**config.mk**
```make
export PLATFORM = sky130hd
export DESIGN_NAME = demux8_collector
export DESIGN_NICKNAME = d
export VERILOG_FILES = /design/src/rtl/demux8_collector.sv
export SDC_FILE = /design/constraint.sdc
export NUM_CORES = 1
export LEC_CHECK = 0
export BUFFER_PORTS_ARGS = -buffer_cell sky130_fd_sc_hd__buf_4
export CAP_MARGIN = 20
export CORE_MARGIN = 4
export CORE_UTILIZATION = 48
export CTS_CLUSTER_SIZE = 40
export DETAILED_ROUTE_END_ITERATION = 16
export GPL_TIMING_DRIVEN = 0
export PLACE_DENSITY = 0.85
export SYNTH_ARGS = -nofsm -noshare
export SYNTH_HDL_FRONTEND = slang
export SYNTH_SLANG_ARGS = --single-unit
```
**constraint.sdc**
```tcl
create_clock -name clk -period 1.5 [get_ports clk]
set_clock_uncertainty 0.15 [all_clocks]
set_input_delay 0 -clock clk [delete_from_list [all_inputs] [get_ports clk]]
set_output_delay 0 -clock clk [all_outputs]
set_load 0.01 [all_outputs]
```
**src/rtl/demux8_collector.sv**
```systemverilog
// Serial 1-bit demux into an 8-channel frame: bits are routed by S into a shadow
// register, and the frame is delivered on `out` once every channel has been written.
module demux8_collector (
    input  logic       clk,
    input  logic       reset,
    input  logic       din,
    input  logic       din_valid,
    input  logic [2:0] S,
    input  logic       start,
    input  logic       out_ready,
    output logic [7:0] out,
    output logic       out_valid,
    output logic       busy,
    output logic [7:0] written,
    output logic       err_overrun,
    output logic [1:0] dbgState
);

    typedef enum logic [1:0] {
        IDLE    = 2'd0,
        COLLECT = 2'd1,
        HOLD    = 2'd2
    } stateT;

    stateT state;
    stateT stateNext;

    logic [7:0] shadow;
    logic [2:0] chanIdx;
    logic [7:0] writeMask;
    logic [7:0] mergedShadow;
    logic       frameDone;
    logic       handshake;

    logic clearFrame;
    logic clearErr;
    logic doWrite;
    logic deliver;
    logic releaseOut;
    logic setErr;

    // S is read with bit 0 as the most significant weight: S=3'b100 is channel 1.
    assign chanIdx      = {S[0], S[1], S[2]};
    assign writeMask    = din_valid ? (8'h01 << chanIdx) : 8'h00;
    assign mergedShadow = (shadow & ~writeMask) | (din ? writeMask : 8'h00);
    assign frameDone    = ((written | writeMask) == 8'hFF);

    // Output handshake: a frame is transferred on a rising edge where out_valid
    // and out_ready are both high; out is held stable while out_valid waits.
    assign handshake = out_valid & out_ready;

    assign busy     = (state == COLLECT);
    assign dbgState = state;

    always_ff @(posedge clk or posedge reset) begin
        if (reset) begin
            state <= IDLE;
        end else begin
            state <= stateNext;
        end
    end

    always_comb begin
        stateNext  = state;
        clearFrame = 1'b0;
        clearErr   = 1'b0;
        doWrite    = 1'b0;
        deliver    = 1'b0;
        releaseOut = 1'b0;
        setErr     = 1'b0;
        case (state)
            IDLE: begin
                if (start) begin
                    clearFrame = 1'b1;
                    clearErr   = 1'b1;
                    stateNext  = COLLECT;
                end
            end
            COLLECT: begin
                // A restart discards any write presented on the same edge.
                if (start) begin
                    clearFrame = 1'b1;
                end else if (din_valid) begin
                    doWrite = 1'b1;
                    if (frameDone) begin
                        deliver   = 1'b1;
                        stateNext = HOLD;
                    end
                end
            end
            HOLD: begin
                if (din_valid) begin
                    setErr = 1'b1;
                end
                if (handshake) begin
                    releaseOut = 1'b1;
                    if (start) begin
                        clearFrame = 1'b1;
                        clearErr   = 1'b1;
                        stateNext  = COLLECT;
                    end else begin
                        stateNext = IDLE;
                    end
                end
            end
            default: begin
                stateNext = IDLE;
            end
        endcase
    end

    always_ff @(posedge clk or posedge reset) begin
        if (reset) begin
            shadow      <= 8'h00;
            written     <= 8'h00;
            out         <= 8'h00;
            out_valid   <= 1'b0;
            err_overrun <= 1'b0;
        end else begin
            if (clearFrame) begin
                shadow  <= 8'h00;
                written <= 8'h00;
            end else if (doWrite) begin
                shadow  <= mergedShadow;
                written <= written | writeMask;
            end

            // The final write's bit is merged straight into the delivered frame.
            if (deliver) begin
                out       <= mergedShadow;
                out_valid <= 1'b1;
            end else if (releaseOut) begin
                out_valid <= 1'b0;
            end

            // A fresh frame started from HOLD clears the flag even if din_valid is high.
            if (clearErr) begin
                err_overrun <= 1'b0;
            end else if (setErr) begin
                err_overrun <= 1'b1;
            end
        end
    end

endmodule

```
== After elaboration in Yosys (flattened, before gate mapping) ==
Index checks and enable logic that the tools add are counted.

* Input port bits: 9
* Memory bits (read-only): 0
* Memories kept: 0
* Flip-flop bits (word level): 28
* Word-level logic and storage cells: 57
* Bits in latches: 0
* RAM bits: 0

* Divide/modulo/power cells: 0
* Reduce and logical (&&, ||, !) cells: 6
* Order comparisons: 0
* Add/subtract/negate cells: 0
* Bitwise logic cells: 5
* Multiply operators: 0
* Eq/ne operators: 8
* Multiplexer cells: 31
* Shift-type cells: 1

{| class="wikitable"
|+ Operator list
! cell !! number
|-
| $mux 8 || 6
|-
| $mux 1 || 17
|-
| $or 8x8->8 || 2
|-
| $mux 2 || 5
|-
| $and 8x8->8 || 1
|-
| $eq 8x8->1 const B || 1
|-
| $ne 2x2->1 const B || 4
|-
| $not 8->8 || 1
|-
| $shl 1x3->8 const A || 1
|-
| $pmux 2 s3 || 1
|-
| $reduce_bool 2->1 || 3
|-
| $reduce_and 5->1 || 1
|-
| $pmux 1 s2 || 2
|-
| $eq 2x1->1 const B || 1
|-
| $eq 2x2->1 const B || 1
|-
| $logic_not 2->1 || 1
|-
| $ne 2x1->1 const B || 1
|-
| $reduce_or 2->1 || 1
|-
| $and 1x1->1 || 1
|}

== Longest topological paths before layout ==
Gate-level depths: netlist (run 1).

* Depth in word-level cells: 9
* Gate-level depth with buffers: 6
* Depth with buffers taken out: 5

== Least setup slack after synthesis (run 1) ==
No wires, ideal clock.

* Path type: reg2reg
* From: reg state[1] (netlist: dbgState[1])
* To: reg shadow[7]
* Cell stages (with the launch flop): 7
* Arrival: 1.371 ns
* Required time: 1.218 ns
* Path slack: -0.152 ns
* Path buffers: 1
* Cell sequence: dfrtp_1 > and4bb_2 > and2_1 > clkbuf_2 > nand2b_1 > mux2i_1 > nor2_1

* Word-level cells in the longest chain between the ends: 4
* Elaborated cells on any way between the ends: 8

{| class="wikitable"
|+ RTL lines
! what !! RTL line !! text
|-
| start: declaration || 25 || <nowiki>stateT state;</nowiki>
|-
| start signal: assignment || 59 || <nowiki>state <= stateNext;</nowiki>
|-
| $eq 2x1->1 or $logic_not 2->1 (tied branches) || 71 || <nowiki>case (state)</nowiki>
|-
| $reduce_or 2->1 (no line) || -- ||
|-
| $pmux 1 s2 || 71 ||
|-
| $mux 8 or $reduce_bool 2->1 (tied branches) || -- ||
|-
| end signal: assignment || 124 || <nowiki>shadow <= mergedShadow;</nowiki>
|-
| end: declaration || 28 || <nowiki>logic [7:0] shadow;</nowiki>
|}

Parallel ways exist; a longest one is shown, timed or not.
A chain may end at the register's enable or synchronous reset.

== Worst setup path in the final report (run 1) ==
* From: reg written[6]
* To: reg out[6]

* Word-level cells in the longest chain between the ends: 6

{| class="wikitable"
|+ RTL lines
! what !! RTL line !! text
|-
| start: declaration || 14 || <nowiki>output logic [7:0] written,</nowiki>
|-
| start signal: assignment || 125 || <nowiki>written <= written | writeMask;</nowiki>
|-
| $or 8x8->8 || 46 || <nowiki>assign frameDone = ((written | writeMask) == 8'hFF);</nowiki>
|-
| $eq 8x8->1 || 46 ||
|-
| $mux 1 || 85 || <nowiki>if (frameDone) begin</nowiki>
|-
| $mux 1 || 83 || <nowiki>end else if (din_valid) begin</nowiki>
|-
| $mux 1 || 81 || <nowiki>if (start) begin</nowiki>
|-
| $mux 1 || 71 ||
|-
| end signal: assignment || 130 || <nowiki>out <= mergedShadow;</nowiki>
|-
| end: declaration || 11 || <nowiki>output logic [7:0] out,</nowiki>
|}

No other way between the ends.

==> results of run 1 <==
==> cell usage in the layout (no fill, tap or decap), drive strengths merged, types with 4 or more instances in the layout <==
cell | netlist | final
buf | 3 | 51
nand3 | 5 | 5
mux2 | 16 | 16
a21oi | 10 | 10
nand2 | 19 | 19
nor2 | 18 | 18
dlygate4sd3 | 0 | 8
inv | 6 | 6
nand4 | 4 | 4
dfrtp | 28 | 28
clkbuf | 5 | 5
o21ai | 8 | 8
==> repair_timing <==
action	4_1_cts	5_1_grt
cloned	0	0
buffers inserted	9	8
gates resized for setup	7	22
hold buffers	8	0
endpoints found under the setup margin	24	26
endpoints found under the hold margin	46	0
pin swaps	5	6
==> flip-flops by register name (all words and copies together) (netlist names) <==
name         count
out              8
shadow           8
written          8
dbgState         2
err_overrun      1
out_valid        1
==> final timing paths <==
check | end | slack, ns | cells after the start | startpoint
min in group asynchronous | shadow[7] | 0.03 | 3 | reset
min | dbgState[0] | 0.005 | 4 | din_valid
max reg2reg | out[6] | -0.21 | 5 | written[6]
max | out[6] | -0.21 | 5 | written[6]
max in group asynchronous | shadow[3] | 0.74 | 4 | reset
min reg2reg | out[1] | 0.38 | 1 | out[1]
==> layer usage <==
metal / part of all wire / wire, µm
met1: 0.42 / 1704
met2: 0.52 / 2077
met3: 0.050 / 203
met4: 0.010 / 42
met5: 0 / 0
==> report_power, final <==
group	internal, µW	leakage [µW]	total [µW]	switching (µW)
clock network	271	0.0000279	519	248
registers	759	0.000384	762	2.89
logic	95.5	0.000630	198	102
==> tightest hold or removal path, stage by stage <==
cell and delay, ns:
buf_4 0.13, buf_4 0.17, nand4_1 0.08, a21o_1 0.10
==> cells by family (layout without fill, tap and decap cells) <==
kind of cell / count (synthesis) / count (layout) / synth area share
AND/OR/NAND/NOR: 61 / 61 / 0.2338
buffers and inverters: 14 / 71 / 0.05298
AO/OA/AOI/OAI: 24 / 24 / 0.1009
multiplexers: 19 / 19 / 0.1413
flip-flops: 28 / 28 / 0.4710
==> stage by stage <==
stage	total power (µW)	utilization	instance area (µm²)	TNS, ns	hold slack, ns
global route	1518	0.7535	2150	-2.807	0.01087
detailed placement	915.0	0.6232	1778	-4.115	0.06623
CTS	1435	0.6934	1978	-0.9841	0.003045
floorplan	864.0	-	1521	-0.9437	-0.08466
finish	1478	0.7535	2150	-1.726	0.005354
global placement	910.9	0.6232	1778	-3.477	0.05785
==> final cells by class <==
cell class,count,area share
Timing Repair Buffer,55,0.2165
Inverter,6,0.01048
Clock inverter,1,0.01397
Clock buffer,3,0.01048
Sequential cell,28,0.3265
Tap cell,31,0.01804
Multi-Input combinational cell,104,0.3766
Buffer,6,0.02736
==> impl_metrics.ini, run 1 <==
[synthesis]
synthTopCellsByArea = dfrtp_1 (47%), mux2_2 (12%), nand2_1 (4.5%)
synth_cells = 146
syn_avg_cell_area_um2 = 10.19
synth_top_area_share = 0.4710
postSynth.asyncResetShare = 1.000
yosysUniqueCellTypes = 31
synth.most_common_cell = dfrtp_1
syn_area_mm2 = 0.001488
synth-main-ff-cell = dfrtp_1
synthTopCellsByCount = dfrtp_1 (28), nand2_1 (18), nor2_1 (18)
yosysWarningCount = 0
synth-edff-count = 0
yosys.area.top_type = dfrtp_1
ys_seq_area_frac = 0.4710
synth_seq_cells = 28
synth_nets = 155

[global_route]
grt_pass1_vias = 1408
grtUsageMet2 = 0.3507
grtUsageTotal = 0.2016
antenna_found_initial = 0
overflow = 0
grt_pass1_wl_um = 6520
met3_usage = 0.03552
grt_use_met1 = 0.2528
busiest_layer = met2
grt_max_degree = 29

[placement]
dp_slack_ns = -0.2110
dp_cells = 206
dp_hpwl_um = 2472
place_congestion = 0.7952
numPortBuffers = 29

[critical_path]
slowest_delay_ns = 0.43
critPathSlowestCell = dfrtp_1
critical_path_buf_inv_count = 0
endpoint_kind = flop
worstPathMaxFanout = 8
cp_data_arrival_time_ns = 1.81
worstPathRequired_ns = 1.60
path_cells = mux2i_1 -> a2bb2oi_2 -> a31oi_4 -> nand4_4 -> mux2_2
start_kind = flop
crit_type = flop to flop
worst_path_dominant_cell_family = multiplexers

[clocking]
htree_levels = 1
clockRootBuffer = clkbuf_4
clkSinkCount = 28
cts_tree = yes
worstSkewPairLatency_ns = 0.35
clockBufferDepth = 2
cts_buffers = 3
clk_pin_slew_worst_paths_ns = 0.16

[detailed_routing]
wirelength_um = 4027
drtAntennaViolNets = 0
drtPass1Iterations = 4
drt-wirelength-per-cell_um = 17.21
first_iter_violations = 23
vias_per_cell = 5.726
drcViolationCount = 0
via_count = 1340

[cells_and_area]
n_antenna_cell = 0
layout-drive-gt1-share = 0.5074
multi_input_area_um2 = 809.5
fillers = 203
area_growth_pct = 44.49
fin_cells = 234
final_nets = 213
seqCellArea_um2 = 701.9

[power]
ir_drop_uv = 438.0
leakage_uw = 0.001042
power_per_cell_area_mw_per_mm2 = 687.8

[timing]
timing.final.ws_setup_ns = -0.2091
slew_headroom = 0.6652
setup_violations = 14
rsz0062_at_grt = true
worstMarginPinSlew_ns = 0.5022
period_needed_ns = 1.709
max_freq_mhz = 585.1
finalHoldViolCount = 0
period_share = 1.139
final-max-slew-violation-count = 0

[outcome]
violations = setup timing
status = finished, violations left

[floorplan]
initial_core_util = 0.5215
dieArea_mm2 = 0.004054
rows = 19
core-area_mm2 = 0.002853
die_w_um = 63.67
die_y_um = 63.67
boundaryPins = 30

[hold_path]
min-delay-path-class = input pin to flop

[flow_run]
drv_cap = 0
No activity file was read; power rests on OpenSTA's default activity.
==> run 2: changes to the inputs <==
- BUFFER_PORTS_ARGS: -buffer_cell sky130_fd_sc_hd__buf_4 -> unset
- CORE_UTILIZATION: 48 -> 55
- CTS_CLUSTER_DIAMETER: unset -> 150
- DONT_BUFFER_PORTS: unset -> 1
- HOLD_SLACK_MARGIN: unset -> 0.08
- PLACE_DENSITY: 0.85 -> 0.84
==> run 2 against run 1 <==
Compared with the run above: the flow finishes with violations (hold timing, setup timing); clock-buffer cell count is 1 higher; flip-flop and latch count stayed put; hold slack worse by 0.15 ns; non-clock buffer count is 33 lower; critical path depth stayed put; via count is 5.5% lower; sequential power hardly changed; setup slack worse by 0.063 ns; fmax is 3.5% lower.
==> impl_metrics.ini, run 2 (synthesis results as in run 1) <==
[outcome]
status = finished, violations left
violations = hold timing, setup timing

[detailed_routing]
highest_layer = met4
via_count = 1266
drt-wirelength-per-cell_um = 21.42
drcViolationCount = 0
drtPass1Iterations = 4
vias_per_cell = 6.330
drtAntennaViolNets = 0
wirelength_um = 4283
first_iter_violations = 100
met1_length_um = 1625
wl_met2_um = 2169
met3_length_um = 411

[critical_path]
path_cells = nand3b_1 -> o21ai_2 -> a32o_2 -> nand4_4 -> mux2_2
endpoint_kind = flop
r2r-start = written[4]
worst-r2r-setup-slack_ns = -0.27
cp_data_arrival_time_ns = 1.85
worstPathRequired_ns = 1.58
start_kind = flop
reg2regPathDepth = 5
critPathSlowestCell = dfrtp_2
worstPathMaxFanout = 8
worst_r2r_endpoint = out[1]
crit_type = flop to flop
slowest_delay_ns = 0.48

[cells_and_area]
mostFrequentLayoutCells = dfrtp_1 (23), mux2_2 (15), nand2_1 (14), dlygate4sd3_1 (14), nor2_1 (13)
area_growth_pct = 29.86
layout-drive-gt1-share = 0.4235
final_common_cell = dfrtp_1
final_nets = 180
postLayoutCellArea_mm2 = 0.001932
top_regs = out x8, shadow x8, written x8
fillers = 137
n_antenna_cell = 0

[clocking]
clockRootBuffer = clkbuf_4
cts_buffers = 3
htree_levels = 1
worstSkewPairLatency_ns = 0.33
cts_tree = yes
clkSinkCount = 28
clk_pin_slew_worst_paths_ns = 0.15
clockBufferDepth = 2

[hold_path]
min-delay-path-class = input pin to flop
min_to = written[3]
hp-start = S[2]
hold_depth = 3

[timing]
hold-worst-slack_ns = -0.1466
period_needed_ns = 1.772
period_share = 1.181
final-max-slew-violation-count = 0
max_freq_mhz = 564.4
rsz0062_at_grt = true
timing.final.ws_setup_ns = -0.2719
setup_violations = 24
slew_headroom = 0.6566
finalHoldViolCount = 8
worstMarginPinSlew_ns = 0.5139

[placement]
placed_area_mm2 = 0.001559
numPortBuffers = 0
dp_hpwl_um = 2297
place_congestion = 0.8360

[global_route]
overflow = 0
antenna_found_initial = 0
grtUsageTotal = 0.2245
grt_max_degree = 29
grt_pass1_vias = 1256
grt_pass1_wl_um = 6030

[floorplan]
core-area_mm2 = 0.002522
boundaryPins = 30
die_w_um = 60.01
die_y_um = 60.01
rows = 18
dieArea_mm2 = 0.003601
initial_core_util = 0.5898

[flow_run]
drv_cap = 0

[power]
power_per_cell_area_mw_per_mm2 = 679.6
leakage_uw = 0.0008450
ir_drop_uv = 534.1
-- run 2: cell types whose count changed in the layout (fill, tap and decap cells not counted), sizes merged --
cell / change
buf: -39
bufinv: -1
clkbuf: +1
dlygate4sd3: +6
-- run 2: final cells by class --
cell class	instances	area [µm²]	area share
buffer	6	51.30	0.02655
clock buffer	4	36.28	0.01878
inverter	6	22.52	0.01166
multi-input combinational	104	845.8	0.4378
sequential	28	706.9	0.3659
tap	30	37.54	0.01943
timing repair buffer	22	231.5	0.1198
-- run 2: per-stage QoR --
step / power (µW) / cells / utilization / setup WS [ns] / TNS, ns
finish: 1313 / 200 / 0.7659 / -0.2719 / -4.158
global route: 1366 / 200 / 0.7659 / -0.3367 / -5.537
CTS: 1278 / 189 / 0.6994 / -0.2090 / -2.604
detailed placement: 885.1 / 176 / 0.6181 / -0.2811 / -5.436
global placement: 882.7 / 176 / 0.6181 / -0.2483 / -4.644
floorplan: 864.0 / 146 / - / -0.09615 / -0.9437
-- run 2: worst max path at each step --
stage,endpoint,startpoint,slack [ns]
after CTS,out[0],written[4],-0.21
after global routing,shadow[0],din_valid,-0.34
final,out[1],written[4],-0.27
after detailed placement,out[0],written[6],-0.28
after global placement,out[7],written[6],-0.25
after floorplan,out[0],written[6],-0.1
-- run 2: timing repair --
action / 4_1_cts / 5_1_grt
setup buffers: 2 / 6
hold buffers: 9 / 5
pin swaps: 8 / 12
gates resized for setup: 25 / 19
setup endpoints to repair: 25 / 27
hold endpoints to repair: 56 / 24
-- run 2: layer usage --
metal | global-route usage | vias to the layer above
met5 | 0 | -
met4 | 0.08544 | 0
met3 | 0.05832 | 10
met2 | 0.3812 | 78
met1 | 0.2706 | 624
li1 | - | 554
-- run 2: report_power, final --
part	switching (µW)	internal, µW	total [µW]
Sequential	5.80	759	765
Clock	222	149	370
Combinational	99.9	77.4	177
-- run 2: critical path: cells and delay by family (launching register included) --
kind               cells  cell delay, ns
AOI/OAI and AO/OA      2            0.35
DFF                    1            0.48
muxes                  1            0.37
and+or+nand+nor        2            0.32
